--- src/rtl/definitions_pkg.sv ---
// Shared definitions for the configurable UART receiver: FSM state encoding,
// default oversample ratio and the 2-of-3 vote helper.
package definitions_pkg;

  localparam int DEFAULT_OVERSAMPLE = 16;

  typedef enum logic [2:0] {
    IDLE    = 3'd0,
    START   = 3'd1,
    DATA    = 3'd2,
    PARITY  = 3'd3,
    STOP    = 3'd4,
    RECOVER = 3'd5
  } uart_rx_state_t;

  function automatic logic maj3(input logic a, input logic b, input logic c);
    return (a & b) | (a & c) | (b & c);
  endfunction

endpackage

--- src/rtl/uart_rx_vote.sv ---
// 3-sample majority register used when UART_RX_MAJORITY_EN is defined:
// holds the two earlier samples of a bit and votes them against the current one.
module uart_rx_vote
  import definitions_pkg::*;
(
  input  logic clk,
  input  logic rstN,
  input  logic en,
  input  logic din,
  output logic maj
);

  logic [1:0] hist_q;

  // Reset to the idle-line level so a vote never sees spurious zeros.
  always_ff @(posedge clk or negedge rstN) begin
    if (!rstN) begin
      hist_q <= 2'b11;
    end else if (en) begin
      hist_q <= {hist_q[0], din};
    end
  end

  assign maj = maj3(hist_q[1], hist_q[0], din);

endmodule

--- src/rtl/uart_rx_cfg.sv ---
// Oversampling UART receiver with optional parity, 1/2 stop bits, frame-error
// recovery and break detection. Define UART_RX_MAJORITY_EN for 2-of-3 bit voting.
module uart_rx_cfg
  import definitions_pkg::*;
#(
  parameter int DATA_BITS  = 8,
  parameter int OVERSAMPLE = DEFAULT_OVERSAMPLE,
  parameter int STOP_BITS  = 1
) (
  input  logic                 clk,
  input  logic                 rstN,
  input  logic                 rx,
  input  logic                 s_tick,
  input  logic                 parity_en,
  input  logic                 parity_odd,
  output logic [DATA_BITS-1:0] dout,
  output logic                 rx_done,
  output logic                 parity_err,
  output logic                 frame_err,
  output logic                 break_det
);

  localparam int SW = $clog2(OVERSAMPLE);
  localparam int NW = $clog2(DATA_BITS + 1);
  localparam logic [SW-1:0] S_MID       = SW'(OVERSAMPLE / 2 - 1);
  localparam logic [SW-1:0] S_LAST      = SW'(OVERSAMPLE - 1);
  localparam logic [NW-1:0] N_DATA_LAST = NW'(DATA_BITS - 1);
  localparam logic [NW-1:0] N_STOP_LAST = NW'(STOP_BITS - 1);

  logic [1:0] sync_q;
  logic       rx_s;
  logic       bit_sample;

  uart_rx_state_t       state_q, state_d;
  logic [SW-1:0]        s_q, s_d;
  logic [NW-1:0]        n_q, n_d;
  logic [DATA_BITS-1:0] shreg_q, shreg_d;
  logic                 pen_q, pen_d, podd_q, podd_d;
  logic                 perr_q, perr_d, ferr_q, ferr_d, zero_q, zero_d;
  logic [DATA_BITS-1:0] dout_d;
  logic                 done_d, perr_out_d, ferr_out_d, brk_d;

  // NOTE: synchroniser flops reset to 1 (idle line) so leaving reset never
  // looks like a start bit.
  always_ff @(posedge clk or negedge rstN) begin
    if (!rstN) sync_q <= 2'b11;
    else       sync_q <= {sync_q[0], rx};
  end

  assign rx_s = sync_q[1];

`ifdef UART_RX_MAJORITY_EN
  logic vote_en;
  assign vote_en = s_tick && (s_q == SW'(OVERSAMPLE - 3) || s_q == SW'(OVERSAMPLE - 2));

  uart_rx_vote u_vote (
    .clk  (clk),
    .rstN (rstN),
    .en   (vote_en),
    .din  (rx_s),
    .maj  (bit_sample)
  );
`else
  assign bit_sample = rx_s;
`endif

  // NOTE: all state uses non-blocking assignments so every register samples
  // the pre-edge values regardless of statement order.
  always_ff @(posedge clk or negedge rstN) begin
    if (!rstN) begin
      state_q    <= IDLE;
      s_q        <= '0;
      n_q        <= '0;
      shreg_q    <= '0;
      pen_q      <= 1'b0;
      podd_q     <= 1'b0;
      perr_q     <= 1'b0;
      ferr_q     <= 1'b0;
      zero_q     <= 1'b0;
      dout       <= '0;
      rx_done    <= 1'b0;
      parity_err <= 1'b0;
      frame_err  <= 1'b0;
      break_det  <= 1'b0;
    end else begin
      state_q    <= state_d;
      s_q        <= s_d;
      n_q        <= n_d;
      shreg_q    <= shreg_d;
      pen_q      <= pen_d;
      podd_q     <= podd_d;
      perr_q     <= perr_d;
      ferr_q     <= ferr_d;
      zero_q     <= zero_d;
      dout       <= dout_d;
      rx_done    <= done_d;
      parity_err <= perr_out_d;
      frame_err  <= ferr_out_d;
      break_det  <= brk_d;
    end
  end

  // NOTE: every output of this block gets a default first; a missing default
  // on any path would infer a latch.
  always_comb begin
    logic frame_bad;
    logic all_zero;

    state_d    = state_q;
    s_d        = s_q;
    n_d        = n_q;
    shreg_d    = shreg_q;
    pen_d      = pen_q;
    podd_d     = podd_q;
    perr_d     = perr_q;
    ferr_d     = ferr_q;
    zero_d     = zero_q;
    dout_d     = dout;
    done_d     = 1'b0;
    perr_out_d = 1'b0;
    ferr_out_d = 1'b0;
    brk_d      = 1'b0;
    frame_bad  = ferr_q | ~bit_sample;
    all_zero   = zero_q & ~bit_sample;

    if (s_tick) begin
      case (state_q)
        IDLE: begin
          if (!rx_s) begin
            state_d = START;
            s_d     = '0;
          end
        end

        START: begin
          if (s_q == S_MID) begin
            if (rx_s) begin
              state_d = IDLE;
            end else begin
              state_d = DATA;
              s_d     = '0;
              n_d     = '0;
              pen_d   = parity_en;
              podd_d  = parity_odd;
              perr_d  = 1'b0;
              ferr_d  = 1'b0;
              zero_d  = 1'b1;
            end
          end else begin
            s_d = s_q + 1'b1;
          end
        end

        DATA: begin
          if (s_q == S_LAST) begin
            shreg_d = {bit_sample, shreg_q[DATA_BITS-1:1]};
            zero_d  = all_zero;
            s_d     = '0;
            if (n_q == N_DATA_LAST) begin
              n_d     = '0;
              state_d = pen_q ? PARITY : STOP;
            end else begin
              n_d = n_q + 1'b1;
            end
          end else begin
            s_d = s_q + 1'b1;
          end
        end

        PARITY: begin
          if (s_q == S_LAST) begin
            perr_d  = (^shreg_q) ^ bit_sample ^ podd_q;
            zero_d  = all_zero;
            s_d     = '0;
            state_d = STOP;
          end else begin
            s_d = s_q + 1'b1;
          end
        end

        STOP: begin
          if (s_q == S_LAST) begin
            s_d = '0;
            if (n_q == N_STOP_LAST) begin
              n_d        = '0;
              done_d     = 1'b1;
              dout_d     = shreg_q;
              perr_out_d = perr_q & pen_q;
              ferr_out_d = frame_bad;
              brk_d      = all_zero;
              state_d    = frame_bad ? RECOVER : IDLE;
            end else begin
              n_d    = n_q + 1'b1;
              ferr_d = frame_bad;
              zero_d = all_zero;
            end
          end else begin
            s_d = s_q + 1'b1;
          end
        end

        RECOVER: begin
          // Wait for the line to return high before hunting for a new start bit.
          if (rx_s) state_d = IDLE;
        end

        default: state_d = IDLE;
      endcase
    end
  end

endmodule

--- config.mk ---
export PLATFORM = sky130hd
export DESIGN_NAME = uart_rx_cfg
export DESIGN_NICKNAME = d
export VERILOG_FILES = /design/src/rtl/definitions_pkg.sv /design/src/rtl/uart_rx_vote.sv /design/src/rtl/uart_rx_cfg.sv
export SDC_FILE = /design/constraint.sdc
export NUM_CORES = 1
export LEC_CHECK = 0
export BUFFER_PORTS_ARGS = -buffer_cell sky130_fd_sc_hd__buf_2
export CAP_MARGIN = 20
export CORE_ASPECT_RATIO = 0.7
export CORE_MARGIN = 2
export CORE_UTILIZATION = 55
export DETAILED_ROUTE_END_ITERATION = 8
export PLACE_DENSITY = 0.84
export SYNTH_ARGS = -nofsm -noshare
export SYNTH_HDL_FRONTEND = slang
export SYNTH_SLANG_ARGS = --single-unit
--- constraint.sdc ---
create_clock -name clk -period 2.2 [get_ports clk]
set_input_delay 0.22 -clock clk [delete_from_list [all_inputs] [get_ports clk]]
set_output_delay 0.22 -clock clk [all_outputs]
set_load 0.02 [all_outputs]
# Word-level counts from Yosys, hierarchy flattened
# Cells that the tools add are included.
[totals]
ff_bits = 38
in_bits = 6
word_cells = 113
[op_classes]
bitwise = 6
n_reduce_logical = 19
eq_ne = 19
n_mux = 52
add_sub_neg = 2
[ops]
columns = ["cell", "count"]
rows = [
  ["$mux 4", 9],
  ["$mux 3", 10],
  ["$mux 1", 26],
  ["$pmux 4 s3", 2],
  ["$ne 2x2->1 const B", 10],
  ["$pmux 3 s6", 1],
  ["$reduce_and 6->1", 2],
  ["$reduce_and 9->1", 1],
  ["$reduce_bool 3->1", 3],
  ["$add 4x1->4 const B", 2],
  ["$eq 4x3->1 const B", 2],
  ["$reduce_and 4->1", 2],
  ["$reduce_xor 8->1", 1],
  ["$reduce_and 7->1", 1],
  ["$eq 3x2->1 const B", 2],
  ["$eq 3x3->1 const B", 2],
  ["$reduce_and 5->1", 1],
  ["$eq 4x4->1 const B", 1],
  ["$logic_not 4->1", 1],
  ["$pmux 1 s2", 2],
  ["$reduce_bool 2->1", 2],
  ["$eq 3x1->1 const B", 1],
  ["$logic_not 3->1", 1],
  ["$pmux 1 s3", 1],
  ["10 further kinds", 12],
]

# Logic depth before layout (Yosys ltp)
[depth]
depth_word = 6
mapped_depth = 7

# Least setup slack after synthesis
# OpenSTA, ideal clock, no wires.
[synth_timing]
path_kind = "reg2reg"
from = "register n_q[0]"
to = "register state_q[2]"
arrival_time_ns = 1.926
t_required_ns = 2.067
synth_period_minus_slack_ns = 2.060
path_buffers = 0
path_stages_with_launch = 8
slack_ns = 0.140
path_cell_list = "dfrtp_1 inv_1 ha_1 or3b_4 a22oi_4 or4b_4 o21ai_0 o31ai_1"
[synth_via]
elab_chain_cells = 3
elab_cells_between_ends = 5
[synth_lines]
columns = ["item", "line", "text"]
rows = [
  ["start, declared", "uart_rx_cfg.sv:36", "logic [NW-1:0] n_q, n_d;"],
  ["start signal, assigned", "uart_rx_cfg.sv:88", "n_q <= n_d;"],
  ["$eq 4x3->1 / $logic_not 4->1 (equally long branches)", "uart_rx_cfg.sv:159, uart_rx_cfg.sv:184", ""],
  ["$ne 2x2->1 (no source line)", "--", ""],
  ["$reduce_and 9->1 (no source line) *", "--", ""],
  ["end signal, assigned", "uart_rx_cfg.sv:86", "state_q <= state_d;"],
  ["end, declared", "uart_rx_cfg.sv:34", "uart_rx_state_t state_q, state_d;"],
]
# Mark *: on every way between the ends. The rest lies on a longest branch, timed or not.
# A chain may end at the register's enable or synchronous reset.

# Worst setup path in the final report
# Same ends and word-level chain as after synthesis.

==> results.cfg <==
[critical_path]
worst_path_dominant_cell_family = simple AND/OR/NAND/NOR gates
path_class = reg -> reg
cp_slowest_cell = sky130_fd_sc_hd__or4b_4
path_cells = inv_1 > ha_1 > or3b_4 > a22oi_4 > or4b_4 > o21ai_2 > o31ai_2
crit_arrival_ns = 2.34
endpoint_kind = flop
timing.rr.end = state_q[2]
rr_worst_depth = 7
timing.reg2reg.setup_slack_ns = 0.03
worst_path_largest_cell_delay_ns = 0.53
cp_max_fo = 5
cp_num_buf_inv = 1
rr_startpoint = n_q[0]
worst-path-stages = 7
worst_endpoint_required_time_ns = 2.37
startpoint = n_q[0]
startpoint_type = flop

[timing]
finalMaxSlewViolations = 0
setup-tns-final_ns = 0
fin_crit_sh_pct = 98.56
skew_ns = 0.006866
max_clock_freq_mhz = 461.2
setup-violations-final = 0
slew_at_the_pin_with_the_worst_max_slew_slack_ns = 0.8076
final_count_of_hold_timing_violations = 0
finalCriticalPeriod_ns = 2.168
timing.hold.ws_ns = 0.01905
layout_setup_ws_ns = 0.03160
worst_slew_margin_rel_pct = 46.16

[finish]
area_grow_syn2layout_pct = 15.31
final_cell_count_no_fill = 256
final_cell_mix = 36 x sky130_fd_sc_hd__dfrtp_1, 18 x sky130_fd_sc_hd__mux2_2, 17 x sky130_fd_sc_hd__o21ai_0, 17 x sky130_fd_sc_hd__buf_2, 11 x sky130_fd_sc_hd__a21oi_1
fin_area_um2 = 2271
post_route_cells_drive_above_1_share_pct = 31.55
antenna_cells = 0
layout.nets = 214
utilization_pct = 65.48
layout.cells.most_common = sky130_fd_sc_hd__dfrtp_1

[min_path]
worst_hold_path_type = in -> async

[placement]
detailed_place.area_um2 = 2111
place.gp.congestion = 0.8208
portBuffers = 17
numPlacedInstances = 247
place.detailed.hpwl_mm = 2.571
post-place-ws_ns = 0.02491

[logic_synthesis]
fraction_of_post_synthesis_cell_area_in_the_top_cell_type_by_area_pct = 45.74
yosysWarnings = 0
synth_area_um2 = 1969
net_count_after_synthesis = 195
syn-instance-count = 186
ys_top_cells_by_area = sky130_fd_sc_hd__dfrtp_1 46%, sky130_fd_sc_hd__mux2_2 10%, sky130_fd_sc_hd__o21ai_0 4.6%
synth-seq-cells = 38
ys_seq_area_share_pct = 48.41
synth.lib_cells_used.distinct = 41
syn_avg_cell_area_um2 = 10.59
synth_top_cell_by_area = sky130_fd_sc_hd__dfrtp_1

[floorplan]
initial_core_util_pct = 56.78
floorplan.die_area_um2 = 4083
floorplan.core_area_um2 = 3468
std_cell_rows = 18
floorplan.die.width_um = 75.52
pin_count = 18
die_h_um = 54.07

[clock_network]
tritoncts.num_buffers = 5
htreeDepth = 2
clk_path_buf_depth = 2
post_cts_hold_buffer_count = 0
tritoncts_clock_tree = yes
clkSlewWorstSetupHoldPaths_ns = 0.07
clock_insertion_delay_worst_skew_ns = 0.29
ctsRootBufferMaster = sky130_fd_sc_hd__clkbuf_8
clkSinkCount = 38

[drt]
ant_nets = 0
via_count = 1496
dr.first_iter.drc_count = 123
detail_route.drc_violations = 0
detail_route.vias_per_cell = 5.844
wirelength_mm = 3.863
iteration_count_of_the_initial_detailed_routing_pass = 4
wire_per_inst_um = 15.09

[power]
design_power_total_mw = 1.872
pwr_density_cell_nw_per_um2 = 824.5
ir_drop_mv = 0.5898
leakage_nw = 1.050

[grt]
globalRoute.totalOverflow = 0
grt_start_max_net_pins = 39
grtUsageTotal_pct = 20.48
global_route_wire_length_before_repair_mm = 6.044
grt_antenna_before_repair = 0
first_global_vias = 1201

[run]
max_cap_viol_count = 0

[status]
outcome = complete, no violations
[report_power, final]
group | switching, mW | internal [mW]
Combinational | 0.137 | 0.147
Clock | 0.246 | 0.484
Sequential | 0.0834 | 0.775
[worst reg2reg max path: stages, from the launching register on]
cell and delay (ns):
sky130_fd_sc_hd__dfrtp_1 0.41, sky130_fd_sc_hd__inv_1 0.08, sky130_fd_sc_hd__ha_1 0.13, sky130_fd_sc_hd__or3b_4 0.42
sky130_fd_sc_hd__a22oi_4 0.20, sky130_fd_sc_hd__or4b_4 0.53, sky130_fd_sc_hd__o21ai_2 0.19, sky130_fd_sc_hd__o31ai_2 0.09
[synthesized netlist by cell type]
cell type and instances:
sky130_fd_sc_hd__dfrtp_1 36, sky130_fd_sc_hd__a211oi_2 1, sky130_fd_sc_hd__or4b_4 1, sky130_fd_sc_hd__and3_1 4, sky130_fd_sc_hd__and3b_1 1, sky130_fd_sc_hd__a31o_2 1, sky130_fd_sc_hd__buf_2 2, sky130_fd_sc_hd__nor3_1 7
sky130_fd_sc_hd__nor2b_1 3, sky130_fd_sc_hd__mux2i_1 1, sky130_fd_sc_hd__nor2_1 9, sky130_fd_sc_hd__o31ai_1 1, sky130_fd_sc_hd__mux2_2 18, sky130_fd_sc_hd__xnor2_1 10, sky130_fd_sc_hd__nand2_1 9, sky130_fd_sc_hd__a21o_2 1
sky130_fd_sc_hd__a32o_1 2, sky130_fd_sc_hd__nand4_1 2, sky130_fd_sc_hd__and4bb_2 1, sky130_fd_sc_hd__nand3b_1 3, sky130_fd_sc_hd__nor4_1 1, sky130_fd_sc_hd__and2_1 1, sky130_fd_sc_hd__or3b_4 1, sky130_fd_sc_hd__nand3_1 5
sky130_fd_sc_hd__clkbuf_1 8, sky130_fd_sc_hd__o211ai_1 2, sky130_fd_sc_hd__nor3b_1 3, sky130_fd_sc_hd__inv_1 5, sky130_fd_sc_hd__or3_1 1, sky130_fd_sc_hd__a21oi_1 11, sky130_fd_sc_hd__or3b_2 3, sky130_fd_sc_hd__dfstp_2 2
sky130_fd_sc_hd__nor3_2 1, sky130_fd_sc_hd__o21ai_0 18, sky130_fd_sc_hd__o21bai_1 1, sky130_fd_sc_hd__nand2b_1 1, sky130_fd_sc_hd__o311a_1 1, sky130_fd_sc_hd__ha_1 3, sky130_fd_sc_hd__a21o_1 3, sky130_fd_sc_hd__a22oi_4 1
sky130_fd_sc_hd__buf_1 1
[cells by family after synthesis]
kind of cell / count (synthesis) / synth area share, %
AO/OA/AOI/OAI: 43 / 14.17
adder cells (fa/ha/maj): 3 / 1.906
flip-flops: 38 / 48.41
multiplexers: 19 / 10.80
XOR/XNOR: 10 / 4.447
AND/OR/NAND/NOR: 57 / 17.09
buffers and inverters: 16 / 3.177
[sequential cells by signal, indices dropped and copies added, names as in the netlist]
name and flops:
parity_err 1, zero_q 1, ferr_q 1, pen_q 1, frame_err 1, break_det 1, podd_q 1, rx_done 1
sync_q 2, perr_q 1, shreg_q 8, s_q 4, state_q 3, dout 8, n_q 4
[worst max path at each step]
stage / endpoint / slack [ns]
6_report: state_q[2] / 0.03
5_1_grt: state_q[2] / -0.05
4_1_cts: state_q[2] / 0.006
3_5_place_dp: state_q[2] / 0.02
3_3_place_gp: state_q[2] / 0.1
2_1_floorplan: state_q[2] / 0.14
[what timing repair did]
item,in CTS,in global routing
setup endpoints to repair,0,8
buffers inserted,0,1
endpoints found under the hold margin,0,0
gates resized for setup,0,4
[per-layer routing]
layer  part of all wire [%]  global-route usage [%]
met3                    5.9                   5.056
met5                      0                       0
met1                     50                   32.86
met4                   0.91                   5.263
met2                     43                   26.81
[cell type report]
type	instances	area, um^2
Tap cell	50	62.56
Multi-Input combinational cell	132	963.4
Clock inverter	2	60.06
Sequential cell	38	953.4
Timing Repair Buffer	23	130.1
Clock buffer	6	82.58
Fill cell	278	1197
Inverter	5	18.77
(Power assumes the default switching activity.)
